[src/rtl/fetch_queue_pkg.sv]
// ---------------------------------------------------------------------------
// fetch_queue_pkg
// Shared definitions for the fetch / decode boundary: default datapath width,
// the canonical NOP encoding, and width helpers for queue pointers and
// occupancy counters. The fetcher and decoder import this package as well.
// ---------------------------------------------------------------------------
package fetch_queue_pkg;

  localparam int XLEN_DEFAULT = 32;

  // addi x0, x0, 0
  localparam logic [31:0] INST_NOP = 32'h0000_0013;

  // Pointer width for a power-of-two queue; never narrower than one bit.
  function automatic int ptr_width(input int depth);
    return (depth > 1) ? $clog2(depth) : 1;
  endfunction

  // Counter width: must hold the value DEPTH itself, hence the extra bit.
  function automatic int cnt_width(input int depth);
    return $clog2(depth) + 1;
  endfunction

endpackage

[src/rtl/fetch_queue.sv]
// ---------------------------------------------------------------------------
// fetch_queue
// Decode-side receiver for the fetch stage. Accepts (pc, inst) pairs into a
// small in-order FIFO and presents the oldest entry to the decoder. full_ is
// the backpressure signal to the fetcher. A flush (branch misprediction)
// discards every stored entry and the entry offered in the same cycle.
//
// Optional build macro: FETCH_QUEUE_BYPASS_EN
//   When defined, an empty queue forwards the offered entry combinationally
//   to the outputs; if the decoder consumes it in that cycle it is never
//   written to storage.
//
// Ports:
//   _clk     clock, posedge
//   _reset   asynchronous active-high reset
//   _pc      pc offered by the fetcher          [XLEN]
//   _inst    instruction offered by the fetcher [XLEN]
//   _valid   fetcher offers _pc/_inst this cycle
//   _flush   misprediction: drop everything
//   _deq     decoder consumes the head entry
//   pc_      head entry pc (0 when empty)
//   inst_    head entry instruction (NOP when empty)
//   valid_   head entry present
//   full_    count_ == DEPTH
//   count_   number of occupied entries         [clog2(DEPTH)+1]
// ---------------------------------------------------------------------------
module fetch_queue
  import fetch_queue_pkg::*;
#(
  parameter int DEPTH = 4,
  parameter int XLEN  = XLEN_DEFAULT
) (
  input  logic                          _clk,
  input  logic                          _reset,
  input  logic [XLEN-1:0]               _pc,
  input  logic [XLEN-1:0]               _inst,
  input  logic                          _valid,
  input  logic                          _flush,
  input  logic                          _deq,
  output logic [XLEN-1:0]               pc_,
  output logic [XLEN-1:0]               inst_,
  output logic                          valid_,
  output logic                          full_,
  output logic [cnt_width(DEPTH)-1:0]   count_
);

  localparam int PTR_W = ptr_width(DEPTH);
  localparam int CNT_W = cnt_width(DEPTH);

  logic [2*XLEN-1:0] mem [DEPTH];
  logic [PTR_W-1:0]  rd_ptr;
  logic [PTR_W-1:0]  wr_ptr;

  logic              q_valid;
  logic              byp_consume;
  logic              enq;
  logic              deq;
  logic [XLEN-1:0]   head_pc;
  logic [XLEN-1:0]   head_inst;

  assign q_valid = (count_ != '0);
  assign full_   = (count_ == CNT_W'(DEPTH));

`ifdef FETCH_QUEUE_BYPASS_EN
  logic byp_hit;
  assign byp_hit     = !q_valid && _valid && !_flush;
  assign byp_consume = byp_hit && _deq;
`else
  assign byp_consume = 1'b0;
`endif

  // A bypassed-and-consumed entry never touches storage.
  assign enq = _valid && !full_ && !_flush && !byp_consume;
  assign deq = _deq && q_valid && !_flush;

  assign {head_pc, head_inst} = mem[rd_ptr];

  // ---- storage write (data, not reset) ----
  always_ff @(posedge _clk) begin
    if (enq) begin
      mem[wr_ptr] <= {_pc, _inst};
    end
  end

  // ---- pointer / occupancy update ----
  always_ff @(posedge _clk or posedge _reset) begin
    if (_reset) begin
      rd_ptr <= '0;
      wr_ptr <= '0;
      count_ <= '0;
    end else if (_flush) begin
      rd_ptr <= '0;
      wr_ptr <= '0;
      count_ <= '0;
    end else begin
      if (enq) begin
        wr_ptr <= wr_ptr + PTR_W'(1);
      end
      if (deq) begin
        rd_ptr <= rd_ptr + PTR_W'(1);
      end
      case ({enq, deq})
        2'b10:   count_ <= count_ + CNT_W'(1);
        2'b01:   count_ <= count_ - CNT_W'(1);
        default: count_ <= count_;
      endcase
    end
  end

  // ---- head presentation ----
  always_comb begin
    valid_ = q_valid;
    pc_    = q_valid ? head_pc : '0;
    inst_  = q_valid ? head_inst : XLEN'(INST_NOP);
`ifdef FETCH_QUEUE_BYPASS_EN
    if (byp_hit) begin
      valid_ = 1'b1;
      pc_    = _pc;
      inst_  = _inst;
    end
`endif
  end

endmodule

[config.mk]
export PLATFORM = sky130hd
export DESIGN_NAME = fetch_queue
export DESIGN_NICKNAME = d
export VERILOG_FILES = /design/src/rtl/fetch_queue_pkg.sv /design/src/rtl/fetch_queue.sv
export SDC_FILE = /design/constraint.sdc
export NUM_CORES = 1
export LEC_CHECK = 0
export ABC_AREA = 1
export CORE_AREA = 5 5 199 162
export CTS_CLUSTER_DIAMETER = 150
export DETAILED_ROUTE_END_ITERATION = 12
export DIE_AREA = 0 0 204 167
export PLACE_DENSITY = 0.59
export SYNTH_ARGS = -nofsm -noshare
export SYNTH_HDL_FRONTEND = slang
export SYNTH_SLANG_ARGS = --single-unit
[constraint.sdc]
create_clock -name _clk -period 5.8 [get_ports _clk]
set_input_delay 0.87 -clock _clk [delete_from_list [all_inputs] [get_ports _clk]]
set_output_delay 0.87 -clock _clk [all_outputs]
set_load 0.005 [all_outputs]
Word-level counts from Yosys, hierarchy flattened
Memory sizes are Yosys's and may differ from the RTL's.
Index checks and enable logic that the tools add are counted.
W data, S select, Z words.
Word-level totals
  bits in registers: 7
  input port bits: 69
  memories: 1
  output and inout port bits: 69
  memory bits (writable): 256
Memory list
  mem: depth 4, bits a word 64, rd ports 1, clocked after memory_dff 0, write ports 1, RTL line fetch_queue.sv:50  | logic [2*XLEN-1:0] mem [DEPTH];
Cells by class
  reductions and logical operators: 10
  muxes and demuxes: 10
  eq/ne operators: 3
  add/sub/neg operators: 4
Operator list (number)
  $mux W32: 2
  $mux W2: 4
  $pmux W3 S2: 1
  $reduce_bool A3 Y1: 2
  $add A2 B1 Y2 const B: 2
  $logic_and A1 B1 Y1: 4
  $reduce_bool A2 Y1: 2
  $add A3 B1 Y3 const B: 1
  $eq A3 B3 Y1 const B: 1
  $mux W3: 1
  $sub A3 B1 Y3 const B: 1
  $eq A2 B1 Y1 const B: 1
  $eq A2 B2 Y1 const B: 1
  $logic_not A1 Y1: 2
  $mux W1: 2

Longest topological paths before layout
  depth after elaboration: 7
  depth in mapped cells: 12

Worst setup path after synthesis
Ideal clock, no wire load.
  path type: input-to-reg
  start point: input port _valid
  end point: memory mem[0][0] (netlist bit) (enable)
  required time: 5.314 ns
  path buffers: 0
  stages: 4
  setup time: 0.486 ns
  arrival time: 3.856 ns
  setup slack: 1.458 ns
  cells stage by stage: nand2_1 > nor2_1 > inv_1 > nor2_1
Between the ends
  cells in the longest elaborated chain, start to end: 4
RTL lines
  start, declared: RTL line fetch_queue.sv:37  | input logic _valid,
  $logic_and A1 B1 Y1 (2 in series): RTL line fetch_queue.sv:73  | assign enq = _valid && !full_ && !_flush && !byp_consume;
  $mux W1: RTL line fetch_queue.sv:80  | if (enq) begin
  $mux W1 (not written as such): RTL line fetch_queue.sv:81  | mem[wr_ptr] <= {_pc, _inst};
  end, declared: RTL line fetch_queue.sv:50
No other way between the ends.

Worst setup path in the final report
  start point: register rd_ptr[0]
  end point: output port pc_[5]
Between the ends
  cells in the longest elaborated chain, start to end: 2
RTL lines
  start, declared: RTL line fetch_queue.sv:51  | logic [PTR_W-1:0] rd_ptr;
  start signal, assigned: RTL line fetch_queue.sv:100  | rd_ptr <= rd_ptr + PTR_W'(1);
  $mem_v2 Z4 W64
  $mux W32: RTL line fetch_queue.sv:113  | pc_ = q_valid ? head_pc : '0;
  end, declared: RTL line fetch_queue.sv:40  | output logic [XLEN-1:0] pc_,
No other way between the ends.

==> summary.md <==
| Metric | Value |
|---|---|
| Status | `complete, no violations` |
| Leading area contributor after synthesis | `sky130_fd_sc_hd__edfxtp_1` |
| Root buf cell | `sky130_fd_sc_hd__clkbuf_16` |
| HPWL after detailed placement | `about 13 mm` |
| Buffers inserted by post-CTS timing repair | `0` |
| Leakage power | `roughly 4.3 nW` |
| Number of warnings reported in the yosys synthesis log | `0` |
| Clock period minus final worst setup slack | `roughly 4.3 ns` |
| Reg-to-reg slack, setup | `a little over 3 ns` |
| Reg-to-reg startpoint | `count_[1]` |
| Initial Util | `around 34%` |
| Prevailing post-synth register cell | `sky130_fd_sc_hd__edfxtp_1` |
| Area of the die | `between 30000 and 40000 um^2` |
| Number of buffers inserted by hold repair at cts | `0` |
| Seq/Total Area, Yosys | `around 76%` |
| Worst rel slew slack | `between 30% and 40%` |
| Number of nets in the synthesized netlist | `~900` |
| Post-synth design cell area | `approximately 10000 um^2` |
| Total buffers and inverters traversed by the critical path | `3` |
| Crit path required time | `a little under 5 ns` |
| Length in cells of the worst reg-to-reg path | `7` |
| Max-slew violation count | `0` |
| CTS Buf Count | `28` |
| Element type at the critical path end | `primary output` |
| Global-route wire length before repair | `between 30 and 40 mm` |
| Top cells by area in the synthesized netlist | `sky130_fd_sc_hd__edfxtp_1 (74%), sky130_fd_sc_hd__nor2_1 (9.5%), sky130_fd_sc_hd__o21ai_0 (6.0%)` |
| Maximum capacitance violations | `0` |
| Cell-by-cell listing of the critical path | `buf_4, buf_4, nor2_1, nor2_1, o21ai_0, a21oi_1, clkdlybuf4s50_1` |
| TritonCTS clock tree | `built` |
| Post-synthesis register bit count | `263` |
| Via count of the first global-routing pass | `about 6500` |
| Kind of critical path | `reg2out` |
| Least-Margin Pin Slew | `about 1.0 ns` |
| Post-route clock period utilization | `74.70%` |
| Setup violators final | `0` |
| Overflow after GRT | `0` |
| Async set-reset flop share out of synthesis | `2.662%` |
| Setup repair after global routing missed its margin | `no` |
| Upper clock frequency limit | `between 0.2 and 0.25 GHz` |
| Detailed Routing Iterations Pass 1 | `4` |
| Post-route setup TNS | `0 ns` |
| Top-count cell post-synth | `sky130_fd_sc_hd__nor2_1` |
| Crit path DAT | `~3.5 ns` |
| Pwr Density | `431.2 nW/um^2` |
| Mean Syn Cell Area | `roughly 13 um^2` |
| Maximum buffer depth of the clock tree | `3` |
| Distinct cell type count of the synthesized netlist | `22` |
| Placer Congestion | `around 0.73` |
| Worst vdd ir | `~280 uV` |
| Count of instances resized after the clock tree is built | `0` |
| Final cell utilization of the core | `about 43%` |
| Pin count of the biggest net entering global routing | `70` |
| Count of input and output buffers | `about 140` |
| Largest clock skew in the final design | `0.02186 ns` |
| Number of cells produced by synthesis | `817` |
| Final WL | `23.97 mm` |
| Routed length per instance | `approximately 17 um` |
| Horizontal die dimension | `roughly 200 um` |
| Antenna violations before repair | `0` |
| Final number of hold-violating endpoints | `0` |
| Post-DRT Antenna Nets | `0` |
| Critical R2R Capture | `mem[1][4]` |
| Maximum cell stage delay along the critical path | `about 0.7 ns` |
| Class of the tightest hold or removal check | `in2async` |
| Category of the worst setup path launch point | `register` |
| Post-CTS clock slew at the launch and capture registers of the worst setup and hold paths | `about 0.060 ns` |
| Crit path max-delay family | `buffers and inverters` |
| Htree depth | `1` |
| Top cells by count, synth | `sky130_fd_sc_hd__nor2_1 (262), sky130_fd_sc_hd__edfxtp_1 (256), sky130_fd_sc_hd__o21ai_0 (125), sky130_fd_sc_hd__a21oi_1 (64)` |
| Total GRT Usage | `about 14%` |
| Insertion delay of the later-clocked pin in the worst-skew pair | `0.54 ns` |
| Clk sinks | `around 260` |
| Proportion of layout cells with a drive suffix above 1 | `under 10%` |
| Vias per std cell | `~4.7` |
| Count of pins on the block boundary | `138` |
| Standard-cell row count | `57` |
| Drt first-iter violations | `340` |
| Area Overhead vs Synth | `25.32%` |
| Number of synthesized flops with an enable pin | `~260` |
| Maximum fanout along the worst path | `66` |
| Y dimension of the die | `between 150 and 200 um` |
| Total number of vias | `approximately 6500` |
| Crit-path slowest cell | `sky130_fd_sc_hd__buf_4` |
| Area fraction of the dominant cell type after synthesis | `around three quarters` |
| Number of nets at the end of the flow | `around 1000` |
| Count of antenna diodes in the layout | `0` |
| Area of the core region | `between 30000 and 40000 um^2` |
| DRC errors left | `0` |
==> where the power goes <==
part / internal (W) / total [W] / switching [W]
Sequential: 0.00221 / 0.00225 / 0.0000424
Combinational: 0.000758 / 0.00167 / 0.000915
Clock: 0.000958 / 0.00167 / 0.000708
Total: 0.00392 / 0.00559 / 0.00167
==> placed cells by master (no fill, tap or decap), types with 5 or more instances in the layout <==
cell / count
sky130_fd_sc_hd__nor2_1: 258
sky130_fd_sc_hd__edfxtp_1: 256
sky130_fd_sc_hd__clkdlybuf4s50_1: 137
sky130_fd_sc_hd__o21ai_0: 125
sky130_fd_sc_hd__a21oi_1: 64
sky130_fd_sc_hd__clkbuf_16: 29
sky130_fd_sc_hd__nand2_1: 21
sky130_fd_sc_hd__inv_1: 12
sky130_fd_sc_hd__buf_4: 12
sky130_fd_sc_hd__clkinv_2: 10
sky130_fd_sc_hd__clkbuf_1: 6
sky130_fd_sc_hd__dfrtp_1: 5
==> how the worst max path moves through the flow <==
stage / to / start / cells past startpoint / slack, ns
final: pc_[5] / rd_ptr[0] / 7 / 1.47
after global routing: pc_[1] / rd_ptr[0] / 7 / 1.22
after CTS: pc_[5] / rd_ptr[0] / 7 / 1.48
after detailed placement: pc_[5] / rd_ptr[0] / 7 / 2.05
after global placement: pc_[5] / rd_ptr[0] / 7 / 2.08
after floorplan: mem[0][0] / _valid / 4 / 1.46
==> per-stage QoR <==
| stage | total power (W) | hold WS (ns) | instances | area, um^2 | setup WS [ns] |
|---|---|---|---|---|---|
| 6_report | 0.005590 | 0.5665 | 1383 | 12960 | 1.468 |
| 5_1_grt | 0.005903 | 0.5906 | 1383 | 12960 | 1.222 |
| 4_1_cts | 0.005678 | 0.5504 | 1383 | 12960 | 1.479 |
| 3_5_place_dp | 0.003990 | 0.5928 | 1331 | 12100 | 2.052 |
| 3_3_place_gp | 0.003982 | 0.5890 | 1331 | 12100 | 2.084 |
| 2_1_floorplan | 0.003085 | 0.5545 | 817 | 10340 | 1.458 |
==> cell families after synthesis <==
logic type / count (synthesis) / share of synthesized area (%)
AOI/OAI and AO/OA: 197 / 9.665
xor gates and xnor gates: 1 / 0.08469
adders and majority gates: 5 / 0.6774
buffers and inverters: 64 / 3.073
DFF: 263 / 76.01
and+or+nand+nor: 287 / 10.49
==> cell type report <==
class / count / area, um^2
fillers: 2770 / 17060
flip-flops and latches: 263 / 7868
multi-input cells: 490 / 2193
repair buffers: 149 / 1461
clock buffers: 35 / 748.2
well taps: 413 / 516.7
clock inverters: 17 / 113.9
inverters: 16 / 61.31
==> sequential cells by signal, indices dropped and copies added, names as in the netlist <==
register,flops
rd_ptr,2
count_,3
mem,256
wr_ptr,2
==> layer usage <==
| metal | track usage (%) | part of all wire (%) | vias up |
|---|---|---|---|
| li1 | - | - | 3147 |
| met1 | 18.96 | 47 | 3172 |
| met2 | 22.44 | 46 | 148 |
| met3 | 2.663 | 4.9 | 27 |
| met4 | 2.417 | 1.7 | 0 |
| met5 | 0 | 0 | - |
==> worst reg2reg max path: stages (launching register included) <==
cell and delay, ns:
sky130_fd_sc_hd__dfrtp_1 0.45, sky130_fd_sc_hd__nor2_2 0.09, sky130_fd_sc_hd__nand2_1 0.08, sky130_fd_sc_hd__nand2_1 0.08, sky130_fd_sc_hd__nor2_1 0.18, sky130_fd_sc_hd__inv_1 0.21
sky130_fd_sc_hd__nor2_4 0.53, sky130_fd_sc_hd__buf_4 0.67
(Power assumes the default switching activity.)
